**src/rtl/wb_port_arbiter.sv**
```systemverilog
// Register-file write-port arbiter: merges the in-order writeback stream with
// buffered MDU results, with a starvation counter that forces the MDU head through.
module wb_port_arbiter #(
  parameter int DEPTH        = 2,
  parameter int STARVE_LIMIT = 4
) (
  input  logic                     clk,
  input  logic                     reset,
  input  logic                     pipe_valid,
  input  logic                     pipe_we,
  input  logic [4:0]               pipe_rd,
  input  logic [63:0]              pipe_data,
  output logic                     pipe_stall,
  input  logic                     mdu_valid,
  input  logic [4:0]               mdu_rd,
  input  logic [63:0]              mdu_data,
  output logic                     mdu_ready,
  output logic                     rf_we,
  output logic [4:0]               rf_waddr,
  output logic [63:0]              rf_wdata,
  input  logic [4:0]               query_addr,
  output logic                     query_hit,
  output logic [$clog2(DEPTH):0]   count
);

  localparam int PW = $clog2(DEPTH);
  localparam int CW = PW + 1;
  localparam int SW = $clog2(STARVE_LIMIT + 1);

  logic [4:0]    rd_mem   [DEPTH];
  logic [63:0]   data_mem [DEPTH];

  logic [PW-1:0] head_q, head_d;
  logic [PW-1:0] tail_q, tail_d;
  logic [CW-1:0] count_q, count_d;
  logic [SW-1:0] starve_q, starve_d;
  logic          rf_we_q, rf_we_d;
  logic [4:0]    rf_waddr_q, rf_waddr_d;
  logic [63:0]   rf_wdata_q, rf_wdata_d;

  logic          buf_nonempty;
  logic          forced;
  logic          grant_buf;
  logic          grant_pipe;
  logic          push;
  logic [4:0]    head_rd;
  logic [PW-1:0] scan_idx;

  always_comb begin
    // NOTE: every always_comb output gets a default first so no path leaves it unassigned (no latch).
    buf_nonempty = (count_q != '0);
    forced       = (starve_q == SW'(STARVE_LIMIT)) && buf_nonempty;
    grant_buf    = forced || (!pipe_valid && buf_nonempty);
    grant_pipe   = pipe_valid && !forced;
    mdu_ready    = (count_q < CW'(DEPTH));
    push         = mdu_valid && mdu_ready;
    pipe_stall   = forced && pipe_valid;
    head_rd      = rd_mem[head_q];

    // Only occupied slots participate; x0 is never a real hazard.
    query_hit = 1'b0;
    scan_idx  = '0;
    for (int k = 0; k < DEPTH; k++) begin
      scan_idx = head_q + PW'(k);
      if ((CW'(k) < count_q) && (rd_mem[scan_idx] == query_addr) && (query_addr != 5'd0))
        query_hit = 1'b1;
    end
  end

  always_comb begin
    head_d  = grant_buf ? head_q + PW'(1) : head_q;
    tail_d  = push      ? tail_q + PW'(1) : tail_q;
    count_d = count_q;
    if (push && !grant_buf)
      count_d = count_q + CW'(1);
    else if (!push && grant_buf)
      count_d = count_q - CW'(1);

    // Saturates at the limit so the head keeps winning until it actually pops.
    starve_d = starve_q;
    if (grant_buf || !buf_nonempty)
      starve_d = '0;
    else if (starve_q != SW'(STARVE_LIMIT))
      starve_d = starve_q + SW'(1);

    rf_we_d    = 1'b0;
    rf_waddr_d = rf_waddr_q;
    rf_wdata_d = rf_wdata_q;
    if (grant_buf) begin
      rf_we_d    = (head_rd != 5'd0);
      rf_waddr_d = head_rd;
      rf_wdata_d = data_mem[head_q];
    end else if (grant_pipe) begin
      rf_we_d    = pipe_we && (pipe_rd != 5'd0);
      rf_waddr_d = pipe_rd;
      rf_wdata_d = pipe_data;
    end
  end

  always_ff @(posedge clk or posedge reset) begin
    if (reset) begin
      head_q     <= '0;
      tail_q     <= '0;
      count_q    <= '0;
      starve_q   <= '0;
      rf_we_q    <= 1'b0;
      rf_waddr_q <= '0;
      rf_wdata_q <= '0;
    end else begin
      head_q     <= head_d;
      tail_q     <= tail_d;
      count_q    <= count_d;
      starve_q   <= starve_d;
      rf_we_q    <= rf_we_d;
      rf_waddr_q <= rf_waddr_d;
      rf_wdata_q <= rf_wdata_d;
    end
  end

  // NOTE: payload storage is not reset; count_q alone decides which slots are valid.
  always_ff @(posedge clk) begin
    if (push) begin
      rd_mem[tail_q]   <= mdu_rd;
      data_mem[tail_q] <= mdu_data;
    end
  end

  assign rf_we    = rf_we_q;
  assign rf_waddr = rf_waddr_q;
  assign rf_wdata = rf_wdata_q;
  assign count    = count_q;

endmodule

```
**config.mk**
```make
export PLATFORM = sky130hd
export DESIGN_NAME = wb_port_arbiter
export DESIGN_NICKNAME = d
export VERILOG_FILES = /design/src/rtl/wb_port_arbiter.sv
export SDC_FILE = /design/constraint.sdc
export NUM_CORES = 1
export LEC_CHECK = 0
export ABC_AREA = 1
export CORE_MARGIN = 4
export CORE_UTILIZATION = 49
export CTS_CLUSTER_SIZE = 28
export DETAILED_ROUTE_END_ITERATION = 7
export PLACE_DENSITY = 0.92
export SLEW_MARGIN = 20
export SYNTH_ARGS = -nofsm -noshare
export SYNTH_HDL_FRONTEND = slang
export SYNTH_SLANG_ARGS = --single-unit
```
**constraint.sdc**
```tcl
create_clock -name clk -period 4.6 [get_ports clk]
set_input_delay 0.69 -clock clk [delete_from_list [all_inputs] [get_ports clk]]
set_output_delay 0.69 -clock clk [all_outputs]
set_load 0.05 [all_outputs]
```
After elaboration in Yosys (flattened, before gate mapping)
Memory sizes are Yosys's and may differ from the RTL's.
Cells that the tools add are included.
Cells by class
  eq/ne operators: 4
  add/sub/neg operators: 5
  $lt $le $gt $ge: 3
  muxes and demuxes: 14
  reduce and logical (&&, ||, !) cells: 26
Operator list (number)
  64-bit two-way mux: 2
  5-bit nonzero test: 3
  1-bit logical AND: 12
  5-bit == test: 2
  5-bit two-way mux: 2
  2-bit nonzero test: 4
  1-bit two-way mux: 6
  3-bit two-way mux: 2
  1-bit logical NOT: 5
  1-bit by 2-bit less-than comparator with 1-bit output (first input constant): 2
  2-bit two-way mux: 2
  3-bit by 1-bit adder with 3-bit output (second input constant): 1
  3-bit == test (second input constant): 1
  3-bit != test (second input constant): 1
  1-bit adder (second input constant): 2
  2-bit by 1-bit adder with 2-bit output (second input constant): 1
  1-bit logical OR: 2
  2-bit less-than comparator (second input constant): 1
  2-bit by 1-bit subtractor with 2-bit output (second input constant): 1
Word-level totals
  bits of input ports: 148
  flip-flop bits (word level): 77
  output and inout bits: 75
  word-level logic and storage cells: 61
  memories: 2
  bits in writable memories: 138
Memory list
  data_mem: depth 2, width 64, rd ports 1, clocked after Yosys merged registers in 0, wr ports 1, line 31  | logic [63:0] data_mem [DEPTH];
  rd_mem: depth 2, width 5, rd ports 2, clocked after Yosys merged registers in 0, wr ports 1, line 30  | logic [4:0] rd_mem [DEPTH];

Longest topological paths before layout
Gate-level depths: netlist (run 1).
  depth in word-level cells: 6
  mapped depth: 10
  mapped depth without buffers: 8

Worst setup path after synthesis (run 1)
OpenSTA, ideal clock, no wires.
  path kind: register to register
  from: register count_q[1], in the netlist count[1]
  to: memory data_mem[0][0] (enable)
  path slack: -44 ps
  buffers on the path: 0
  stages on the path, launching flop included: 4
  data required time: 4103 ps
  library setup time: 497 ps
  arrival time: 4147 ps
  clock period less this slack: 4644 ps
  cells stage by stage: dfrtp_1 inv_1 nand2_1 nor2_1
On the way
  longest elaborated chain between the ends: 4
Ends and longest elaborated chain
  from (decl): line 35  | logic [CW-1:0] count_q, count_d;
  from (signal assigned): line 112  | count_q <= count_d;
  2-bit less-than comparator: line 55  | mdu_ready = (count_q < CW'(DEPTH));
  named net mdu_ready: line 17  | output logic mdu_ready,
  1-bit logical AND: line 56  | push = mdu_valid && mdu_ready;
  1-bit two-way mux: line 122  | if (push) begin
  1-bit two-way mux (not written as such): line 124  | data_mem[tail_q] <= mdu_data;
  to (decl): line 31
The timed path passes the listed nets, and every way through them passes these cells.

Final worst setup path (run 1)
  from: register head_q
  to: output query_hit
On the way
  longest elaborated chain between the ends: 6
  elaborated cells on any way between the ends: 10
  classes of those cells: add/sub (1); eq/ne (2); mux (2); reduce/logical (4); memory (1)
Ends and longest elaborated chain
  from (decl): line 33  | logic [PW-1:0] head_q, head_d;
  from (signal assigned): line 102  | head_q <= '0;
  from (signal assigned): line 110  | head_q <= head_d;
  1-bit adder / memory 2 x 5 bit (equally long branches)
  memory 2 x 5 bit (*)
  5-bit == test / 1-bit logical AND (equally long branches): line 65  | if ((CW'(k) < count_q) && (rd_mem[scan_idx] == query_addr) && (query_addr != 5'd0))
  1-bit logical AND: line 65
  1-bit logical AND / 1-bit two-way mux (equally long branches): line 65
  1-bit two-way mux (*): line 65
  to (decl): line 22  | output logic query_hit,
Mark *: on every way between the ends. The rest lies on a longest branch, timed or not.

==> results of run 1 <==
## final timing paths
| check | from | to | slack [ns] |
|---|---|---|---|
| worst max-delay path | head_q$_DFFE_PP0P_ | query_hit | 0.70 |
| worst min-delay path | starve_q[0]$_DFFE_PP0P_ | starve_q[0]$_DFFE_PP0P_ | 0.48 |
| worst max register to register | count[1]$_DFFE_PP0P_ | rf_wdata[34]$_DFFE_PP0P_ | 1.82 |
| worst min register to register | starve_q[0]$_DFFE_PP0P_ | starve_q[0]$_DFFE_PP0P_ | 0.48 |
| max in group asynchronous | reset | rf_wdata[36]$_DFFE_PP0P_ | 2.93 |
| min in group asynchronous | reset | rf_wdata[49]$_DFFE_PP0P_ | 0.62 |
## per-stage QoR
stage	util, %	hold slack (ns)	setup TNS [ns]	std cells	worst slack, ns
detailed placement	62.8	0.466	0	1213	1.22
global placement	62.8	0.448	0	1213	1.28
CTS	66.9	0.473	0	1254	0.710
floorplan	-	0.430	-6.08	804	-0.0441
finish	66.9	0.477	0	1254	0.700
global route	66.9	0.485	0	1254	0.490
## placed cells by master (no fill, tap or decap)
| cell type | instances |
|---|---|
| clkinv_1 | 1 |
| xor2_1 | 3 |
| dfrtp_2 | 1 |
| nor2_4 | 2 |
| o21ai_0 | 22 |
| o211ai_1 | 64 |
| a21oi_4 | 1 |
| nand2_2 | 1 |
| buf_4 | 8 |
| clkdlybuf4s50_1 | 222 |
| bufinv_16 | 2 |
| dfrtp_1 | 76 |
| buf_12 | 2 |
| xnor2_1 | 2 |
| inv_2 | 2 |
| o21ai_1 | 48 |
| clkinv_2 | 6 |
| clkbuf_1 | 7 |
| edfxtp_1 | 138 |
| nand2_1 | 121 |
| nor2_1 | 147 |
| ha_1 | 4 |
| clkbuf_8 | 3 |
| nand4_1 | 4 |
| ha_2 | 1 |
| clkbuf_16 | 23 |
| a21oi_1 | 5 |
| nand3_1 | 84 |
| inv_1 | 23 |
| nor3_1 | 2 |
## flip-flops by register name, summed over array words and instances (netlist names)
name	cells
count	2
data_mem	128
head_q	1
rd_mem	10
rf_waddr	5
rf_wdata	64
rf_we	1
starve_q	3
tail_q	1
## cells by family after synthesis
kind of cell | synth area share (%)
simple gates | 16.5
flops | 68.2
compound gates | 9.80
buf+inv | 4.25
xor+xnor | 0.492
fa+ha+maj | 0.703
## worst max-delay path, cell delays in order (launching register included)
cell and delay (ns):
dfrtp_2 0.79, inv_2 0.45, nand2_1 0.20, nand2_1 0.10, nand2_1 0.07, nand2_1 0.05
nor2_1 0.09, nand4_1 0.07, nand2_1 0.07, clkdlybuf4s50_1 0.82
## layer usage
metal  GRT usage (%)  part of all wire, %
met3            4.59                  7.1
met1            27.1                   38
met5               0                0.085
met4            8.20                  3.3
met2            40.9                   52
## power by group
group,switching [mW],internal (mW)
Sequential,0.318,2.69
Clock,0.707,1.08
Combinational,2.59,1.17
## cells in the mapped netlist
cell type	n	share of area, %
nor2_1	149	6.3
edfxtp_1	138	47
nand2_1	122	5.1
nor3_1	2	0.11
nand3_1	84	4.7
o21ai_1	48	2.7
a21oi_4	1	0.18
inv_1	24	1.0
ha_1	5	0.70
buf_1	2	0.084
o211ai_1	64	5.4
nand4_1	4	0.28
xor2_1	3	0.30
clkbuf_1	14	0.59
xnor2_1	2	0.20
inv_2	2	0.084
dfrtp_1	77	22
o21ai_0	22	1.2
buf_4	16	1.3
buf_2	20	1.1
a21oi_1	5	0.28
## cell type report
type	count	area, um^2	share of cell area (%)
inverter	26	98.8	0.825
timing repair buffer	232	2320	19.4
sequential	215	6070	50.7
multi-input combinational	511	2470	20.6
clock buffer	33	643	5.37
tap	229	287	2.39
clock inverter	8	88.8	0.741
==> results.sh, run 1 <==
export IMPL_yosysSeqAreaShare_pct=68.2
export IMPL_powerDensity_nw_per_um2=714
export IMPL_arrival_ns=3.21
export IMPL_grt_util_all_layers_pct=22.7
export IMPL_fillers=1314
export IMPL_synthToLayoutAreaGrowth_pct=34.6
export IMPL_setup_viol=0
export IMPL_end_kind="output pin"
export IMPL_rows=49
export IMPL_netlist_area_um2=8900
export IMPL_wl_per_cell_um=18.7
export IMPL_postCtsSetupRepairBufs=0
export IMPL_grt_overflow=0
export IMPL_avgSynthCellArea_um2=11.1
export IMPL_drive_gt1_share_pct=5.07
export IMPL_cts_sinks=215
export IMPL_path_max_fanout=36
export IMPL_n_antenna_cell=0
export IMPL_post_route_drc_count=0
export IMPL_cts_buffer_depth=3
export IMPL_cts_root_buf="clkbuf_16"
export IMPL_via_per_inst=5.54
export IMPL_fin_worst_skew_ns=0.0115
export IMPL_portBuffers=222
export IMPL_cts_made_buffers=23
export IMPL_drt_initial_drc_count=481
export IMPL_netlist_instances=804
export IMPL_hold_buffers=0
export IMPL_ios=223
export IMPL_grt_pass1_vias=7228
export IMPL_postLayoutCellArea_um2=12000
export IMPL_grt_max_degree=78
export IMPL_reg2reg_depth=7
export IMPL_num_vias=6948
export IMPL_place_area_um2=11300
export IMPL_drt_total_wl_um=23400
export IMPL_max_clock_freq_mhz=256
export IMPL_outcome="finished clean"
export IMPL_required_ns=3.91
export IMPL_hold_viol_final=0
export IMPL_post_route_period_util_pct=84.8
export IMPL_max_cap_violations=0
export IMPL_min_period_ns=3.90
export IMPL_slew_headroom_pct=35.4
export IMPL_start_util_pct=49.7
export IMPL_core_area_um2=17900
export IMPL_hold_depth=1
export IMPL_clock_latency_ns=0.49
export IMPL_cts_tree="built"
export IMPL_num_nets_final=1162
export IMPL_hpwl_um=14800
export IMPL_dr_pass1_iters=5
export IMPL_ir_drop_mv=0.698
export IMPL_die_x_um=143
export IMPL_ant_nets=0
export IMPL_power_total_mw=8.56
export IMPL_synth_distinct_cells=21
export IMPL_path_class="flip-flop to output pin"
export IMPL_grt_setup_unrepaired="false"
export IMPL_cts_clk_slew_worst_paths_ns=0.06
export IMPL_cts_htree_levels=1
export IMPL_cts_resized=0
export IMPL_ys_ff_latch=215
export IMPL_place_gp_congestion=0.826
export IMPL_leakagePower_nw=4.59
export IMPL_dieHeight_um=143
export IMPL_start_kind="flip-flop"
export IMPL_die_area_um2=20400
export IMPL_antenna_found_initial=1
export IMPL_slew_violations=0
export IMPL_hp_class="flip-flop to flip-flop"
export IMPL_syn_nets=957
export IMPL_grt_pass1_wl_um=36700
export IMPL_ys_warnings_count=0
export IMPL_max_slew_worst_pin_slew_ns=0.967
(Power assumes the default switching activity.)
==> run 2, diff against run 1 <==
- CORE_UTILIZATION: 49 -> 45
- PLACE_DENSITY: 0.92 -> 0.89
- clock period: 4.6 -> 3.2 ns (I/O delays scaled with it)
==> run 2 against run 1 <==
Utilization shrank 4.4 points. Worst hold slack got worse by 0.043 ns. Setup slack lost 0.36 ns. Cell count increased by 3.2%. Global-route usage down 2.0 points. Critical path depth is 1 lower. Power is 47% higher.
==> results.sh, run 2 (synthesis results as in run 1) <==
export IMPL_num_nets_final=1165
export IMPL_postLayoutCellArea_um2=12200
export IMPL_synthToLayoutAreaGrowth_pct=36.7
export IMPL_cts_tree="built"
export IMPL_power_total_mw=12.6
export IMPL_slew_headroom_pct=46.8
export IMPL_path_max_fanout=30
export IMPL_place_gp_congestion=0.858
export IMPL_max_slew_worst_pin_slew_ns=0.798
export IMPL_via_per_inst=5.39
export IMPL_max_clock_freq_mhz=349
export IMPL_fillers=1483
export IMPL_drive_gt1_share_pct=5.93
export IMPL_grt_max_degree=136
export IMPL_start_kind="flip-flop"
export IMPL_required_ns=2.72
export IMPL_ant_nets=0
export IMPL_grt_util_all_layers_pct=20.8
export IMPL_layout_common_cells="clkdlybuf4s50_1, nor2_1, edfxtp_1"
export IMPL_path_class="flip-flop to output pin"
export IMPL_dr_pass1_iters=5
export IMPL_n_antenna_cell=0
export IMPL_rows=51
export IMPL_reg2reg_from="count[1]$_DFFE_PP0P_"
export IMPL_arrival_ns=2.38
export IMPL_grt_setup_unrepaired="false"
export IMPL_drt_initial_drc_count=468
export IMPL_end_kind="output pin"
export IMPL_largest_register_ffs=128
export IMPL_hold_buffers=0
export IMPL_finalWorstSetupSlack_ns=0.338
export IMPL_grt_pass1_wl_um=36500
export IMPL_place_ws_ns=0.866
export IMPL_met1_usage_pct=26.2
export IMPL_outcome="finished clean"
export IMPL_dieHeight_um=149
export IMPL_cts_made_buffers=23
export IMPL_regToRegEndpoint="rf_wdata[47]$_DFFE_PP0P_"
export IMPL_placed_cells=1252
export IMPL_max_cap_violations=0
export IMPL_powerDensity_nw_per_um2=1040
export IMPL_cts_root_buf="clkbuf_16"
export IMPL_slew_violations=0
export IMPL_drt_total_wl_um=23200
export IMPL_hold_viol_final=0
export IMPL_holdWs_ns=0.434
export IMPL_start_util_pct=45.7
export IMPL_hp_class="primary input to asynchronous set/reset pin"
export IMPL_leakagePower_nw=4.67
export IMPL_fin_worst_skew_ns=0.0236
export IMPL_place_area_um2=11300
export IMPL_cts_htree_levels=1
export IMPL_die_area_um2=22100
export IMPL_layout_commonest_cell="clkdlybuf4s50_1"
export IMPL_postCtsSetupRepairBufs=0
export IMPL_reg2reg_depth=7
export IMPL_stdcell_count=1294
export IMPL_grt_busiest_layer="met2"
export IMPL_grt_pass1_vias=7077
export IMPL_cts_resized=0
export IMPL_num_vias=6970
export IMPL_setup_viol=0
export IMPL_grt_util_met2_pct=36.8
export IMPL_clock_latency_ns=0.50
export IMPL_ios=223
export IMPL_cts_buffer_depth=3
export IMPL_cts_clk_slew_worst_paths_ns=0.06
export IMPL_post_route_period_util_pct=89.4
export IMPL_wl_per_cell_um=18.0
export IMPL_r2r_slack_ns=0.95
export IMPL_met3_usage_pct=3.29
export IMPL_portBuffers=222
export IMPL_die_x_um=149
export IMPL_cts_sinks=215
export IMPL_min_period_ns=2.86
export IMPL_core_area_um2=19500
export IMPL_post_route_drc_count=0
export IMPL_hpwl_um=15300
export IMPL_ir_drop_mv=0.525
export IMPL_top_register="data_mem"
export IMPL_grt_overflow=0
export IMPL_antenna_found_initial=1
run 2: changes by cell type in the layout (fill, tap and decap cells not counted):
cell | before | now
clkdlybuf4s50_1 | 222 | 220
inv_6 | 0 | 1
bufinv_16 | 2 | 6
clkinv_1 | 1 | 4
buf_12 | 2 | 4
clkbuf_8 | 3 | 1
clkinv_4 | 0 | 1
buf_4 | 8 | 11
clkbuf_1 | 7 | 1
run 2: power breakdown:
group	internal (mW)	switching [mW]
registers	3.87	0.455
logic	1.72	3.72
clock network	1.82	1.04
total	7.42	5.21
run 2: how the worst max path moves through the flow:
| stage | from | endpoint | cells past startpoint |
|---|---|---|---|
| finish | count[1]$_DFFE_PP0P_ | query_hit | 8 |
| global route | count[1]$_DFFE_PP0P_ | query_hit | 8 |
| CTS | count[1]$_DFFE_PP0P_ | query_hit | 8 |
| detailed placement | pipe_valid | rf_wdata[14]$_DFFE_PP0P_ | 5 |
| global placement | pipe_valid | rf_wdata[41]$_DFFE_PP0P_ | 5 |
| floorplan | count[1]$_DFFE_PP0P_ | data_mem[0][0]$_DFFE_PP_ | 3 |
run 2: critical path: stages (launching register included):
cell and delay (ns):
dfrtp_1 0.40, inv_1 0.15, ha_2 0.67, inv_1 0.18
nand2_1 0.11, nor2_1 0.05, nand4_1 0.08, nand2_1 0.10
buf_12 0.16
run 2: metal layers:
metal | vias up | routed length (um) | part of all wire, %
met5 | - | 13 | 0.056
met4 | 2 | 599 | 2.6
met3 | 51 | 1570 | 6.8
met2 | 307 | 12000 | 52
met1 | 3382 | 9030 | 39
li1 | 3228 | - | -
run 2: layout make-up:
| type | instances | area (um^2) | area share, % |
|---|---|---|---|
| sequential | 215 | 6070 | 49.9 |
| clock buffer | 25 | 593 | 4.87 |
| timing repair buffer | 235 | 2360 | 19.4 |
| inverter | 26 | 98.8 | 0.812 |
| multi-input combinational | 511 | 2470 | 20.3 |
| clock inverter | 17 | 238 | 1.95 |
| tap | 265 | 332 | 2.72 |
run 2: stage by stage:
stage	util, %	setup TNS (ns)
6_report	62.5	0
2_1_floorplan	-	-42.76
3_5_place_dp	58.3	0
3_3_place_gp	58.3	0
5_1_grt	62.5	0
4_1_cts	62.5	0
==> RTL edit 1: new RTL, config.mk and constraints of run 1 <==
Make the reset (`reset`) synchronous in one clocked block.
--- a/src/rtl/wb_port_arbiter.sv
+++ b/src/rtl/wb_port_arbiter.sv
@@ -97,7 +97,7 @@
     end
   end
 
-  always_ff @(posedge clk or posedge reset) begin
+  always_ff @(posedge clk) begin
     if (reset) begin
       head_q     <= '0;
       tail_q     <= '0;
Formal check against the unedited RTL: differs if reset is asserted again (counterexample within 4 cycles, from zero or initial values and one cycle with reset high); with reset held inactive, the same outputs for 4 cycles.
==> RTL edit 1 against run 1 <==
- cell area rose by 1.4%
- count of clock-buffer cells in the layout unchanged
- clock skew rose by 0.00066 ns
- via count up 6.2%
- routed wire length shrank 1.5%
- sequential cell count rose by 1
- power is 18% lower
- area after synthesis is 2.0% higher
- first-iteration DRC count down 15%
- non-clock buffer count decreased by 1
- largest cell class unchanged
- hold slack lost 0.024 ns
- die area is 1.9% higher
- worst setup slack better by 0.56 ns
==> RTL edit 1: results (changes against run 1) <==
* Setup ws final at 1.260 ns (+0.5606 ns)
* Total power at 7012 uW (-18%)
* Non-Filler Instances at 1419 (+13%)
* Synth Area in Compound Gates at 0.07427 (-0.02372)
* GR Util met3 at 0.04530 (-0.0005765)
* Status: finished, final reports clean
* Gate power share at 0.377 (-0.062)
* Layout Nets at 1328 (+14%)
* Pin count of the biggest net entering global routing at 96 (+23%)
* Syn nets at 1123 (+17%)
* Commonest cells post-synth: nand2_1 (370), edfxtp_1 (138), inv_1 (105)
* Top cells by area, synth: edfxtp_1 (46%), dfxtp_1 (17%), nand2_1 (15%), inv_1 (4.3%), nand3_1 (4.3%)
* Crit. Startpoint: query_addr[3]
* Met2 Use GR at 0.4013 (-0.007233)
* Placer Congestion at 0.8657 (+4.8%)
* Hold Path End: starve_q[0]
* Top sig layer: met4
* Adder-Cell Fraction of Synth Area at 0.006890 (-0.0001395)
* Cells after Synth at 970 (+21%)
* 1st-iter DRT viols at 408 (-15%)
* Hold path start: starve_q[0]
* Clk_skew at 0.01216 ns (+0.0006611 ns)
* Reg2Reg Setup Slack at 2.18 ns (+0.36 ns)
* First-pass GRT wire length at 36.29 mm (-1.2%)
* RR Startpoint: count[1]
* Worst-path fanout max at 4 (-89%)
* Metal3 WL at 1.467 mm (-12%)
* Vias in the first global route at 7428 (+2.8%)
* Slowest stage delay, CP at 0.80 ns (-0.02 ns)
* Met2 Wirelength at 11.94 mm (-1.4%)
* GRT Total Usage at 0.2185 (-0.008906)
* Met1 usage at 0.2436 (-0.02759)
* HPWL after DPL at 15.20 mm (+2.5%)
* Crit path DAT at 2.65 ns (-0.56 ns)
* Synth Area in XOR/XNOR at 0.001929 (-0.002991)
* Ys async rst share at 0 (-0.3581)
* VDD IR max at 0.4128 mV (-41%)
* Vias/cell at 5.201 (-6.1%)
* Met1 wire length at 8.576 mm (-3.2%)
* Worst flop-to-flop path endpoint: rf_wdata[58]
* Hold Slack at 0.4534 ns (-0.02398 ns)
* Distinct cells, synth at 23 (+9.5%)
* DP Area at 11410 um2 (+1.4%)
* Post-synthesis sequential area ratio at 0.6284 (-0.05377)
* Slew HR at 0.2911 (-0.06281)
* Fillers at 1289 (-1.9%)
* Leak at 0.005304 uW (+16%)
-- RTL edit 1: changes by cell type in the layout (fill, tap and decap cells not counted), moves of 26 or more --
cell     change
nor2_1     -131
nand2_1    +249
dfxtp_1     +77
o21ai_1     -48
inv_1       +82
o21ai_0     +26
dfrtp_1     -76
-- RTL edit 1: worst reg2reg max path: stages (launching register included) --
cell	delay [ns]
dfxtp_1	0.35
inv_1	0.14
ha_1	0.25
inv_1	0.18
nor2_4	0.08
inv_4	0.55
buf_4	0.44
o21ai_0	0.14
inv_1	0.10
nand2_1	0.06
inv_1	0.07
-- RTL edit 1: final cells by class --
type	instances	area [um2]	share of cell area
sequential	216	5707	0.4695
multi-input combinational	584	2663	0.2191
inverter	119	450.4	0.03706
tap	229	286.5	0.02357
clock inverter	7	60.06	0.004941
timing repair buffer	231	2335	0.1921
clock buffer	33	653.1	0.05374
==> RTL edit 2: new RTL, settings of run 1 <==
Without the edit above. The parameter `STARVE_LIMIT` goes from 4 to 8.
--- a/src/rtl/wb_port_arbiter.sv
+++ b/src/rtl/wb_port_arbiter.sv
@@ -2,7 +2,7 @@
 // buffered MDU results, with a starvation counter that forces the MDU head through.
 module wb_port_arbiter #(
   parameter int DEPTH        = 2,
-  parameter int STARVE_LIMIT = 4
+  parameter int STARVE_LIMIT = 8
 ) (
   input  logic                     clk,
   input  logic                     reset,
Formal check against the unedited RTL: same outputs for any inputs over 4 cycles, from zero or initial values and one cycle with reset high; that may be too few to reach the edited logic, so the function may still have changed.
==> RTL edit 2 against run 1 <==
- routed wire length increased by 3.0%
- cell area grew 2.1%
- count of clock-buffer cells in the layout shrank 1
- sequential cell count increased by 1
- fmax increased by 5.6%
- critical endpoint unchanged
- sequential share of layout area is 0.84 points lower
- area after synthesis is 3.2% higher
- utilization grew 0.26 points
- power is 3.1% lower
- die area up 3.0%
- worst setup slack improved by 0.21 ns
==> RTL edit 2: results (changes against run 1) <==
* Status: finished, final reports clean
* Met2 Use GR at 0.4012 (-0.007293)
* Hold Path End: rf_wdata[11]
* Pin count of the biggest net entering global routing at 79 (+1.3%)
* Hold Slack at 0.4758 ns (-0.001550 ns)
* Reg2Reg Setup Slack at 1.71 ns (-0.11 ns)
* Clk_skew at 0.007838 ns (-0.003663 ns)
* Layout Nets at 1221 (+5.1%)
* Met1 usage at 0.2587 (-0.01251)
* Post-synthesis sequential area ratio at 0.6639 (-0.01819)
* Leak at 0.004901 uW (+6.8%)
* First-pass GRT wire length at 37.20 mm (+1.2%)
* Ys async rst share at 0.3611 (+0.002972)
* Worst-path fanout max at 26 (-28%)
* Cells after Synth at 864 (+7.5%)
* GRT Total Usage at 0.2244 (-0.003029)
* Placed instance count at 1273 (+4.9%)
* Top cells by area, synth: edfxtp_1 (45%), dfrtp_1 (21%), nand2_1 (8.1%), nor2_1 (5.7%), nand3b_1 (4.7%)
* Via Count at 7176 (+3.3%)
* DP Worst Slack at 1.344 ns (+0.1201 ns)
* Total CTS buffers at 22 (-4.3%)
* 1st-iter DRT viols at 606 (+26%)
* Clock share of power at 0.203 (-0.006)
* Worst flop-to-flop path endpoint: count[1]
* Slew HR at 0.3391 (-0.01479)
* GR Util met3 at 0.03845 (-0.007432)
* Post-route clock period utilization at 0.8027 (-0.04514)
* WHS Path Cells at 2 (+1)
* Routed WL per cell at 18.34 um (-1.9%)
* DP Area at 11540 um2 (+2.6%)
* RR Startpoint: count[0]
* Syn nets at 1017 (+6.3%)
* Distinct cells, synth at 29 (+38%)
* Reg2reg path depth at 9 (+2)
* Commonest cells post-synth: nand2_1 (198), nor2_1 (140), edfxtp_1 (138)
* Initial antenna violation count at 5 (+4)
* VDD IR max at 0.4326 mV (-38%)
[RTL edit 2: final cells by class]
class / instances / area [um2]
tap: 229 / 286.5
timing repair buffer: 229 / 2300
multi-input combinational: 572 / 2750
clock inverter: 8 / 48.80
fill: 1333 / 5973
antenna: 3 / 7.507
clock buffer: 32 / 639.4
inverter: 27 / 106.4
sequential: 216 / 6097
[RTL edit 2: logic make-up after synthesis]
logic type | after synthesis | share of synthesized area
AO/OA/AOI/OAI | 70 | 0.04197
XOR/XNOR | 6 | 0.005724
adder cells (fa/ha/maj) | 5 | 0.006814
buffers and inverters | 76 | 0.03870
flip-flops | 216 | 0.6639
multiplexers | 6 | 0.006542
AND/OR/NAND/NOR | 485 | 0.2363
[RTL edit 2: routing by layer]
metal / up-vias / part of all wire
met5: - / 0.0011
met1: 3433 / 0.37
met2: 322 / 0.51
li1: 3330 / -
met4: 4 / 0.052
met3: 87 / 0.070
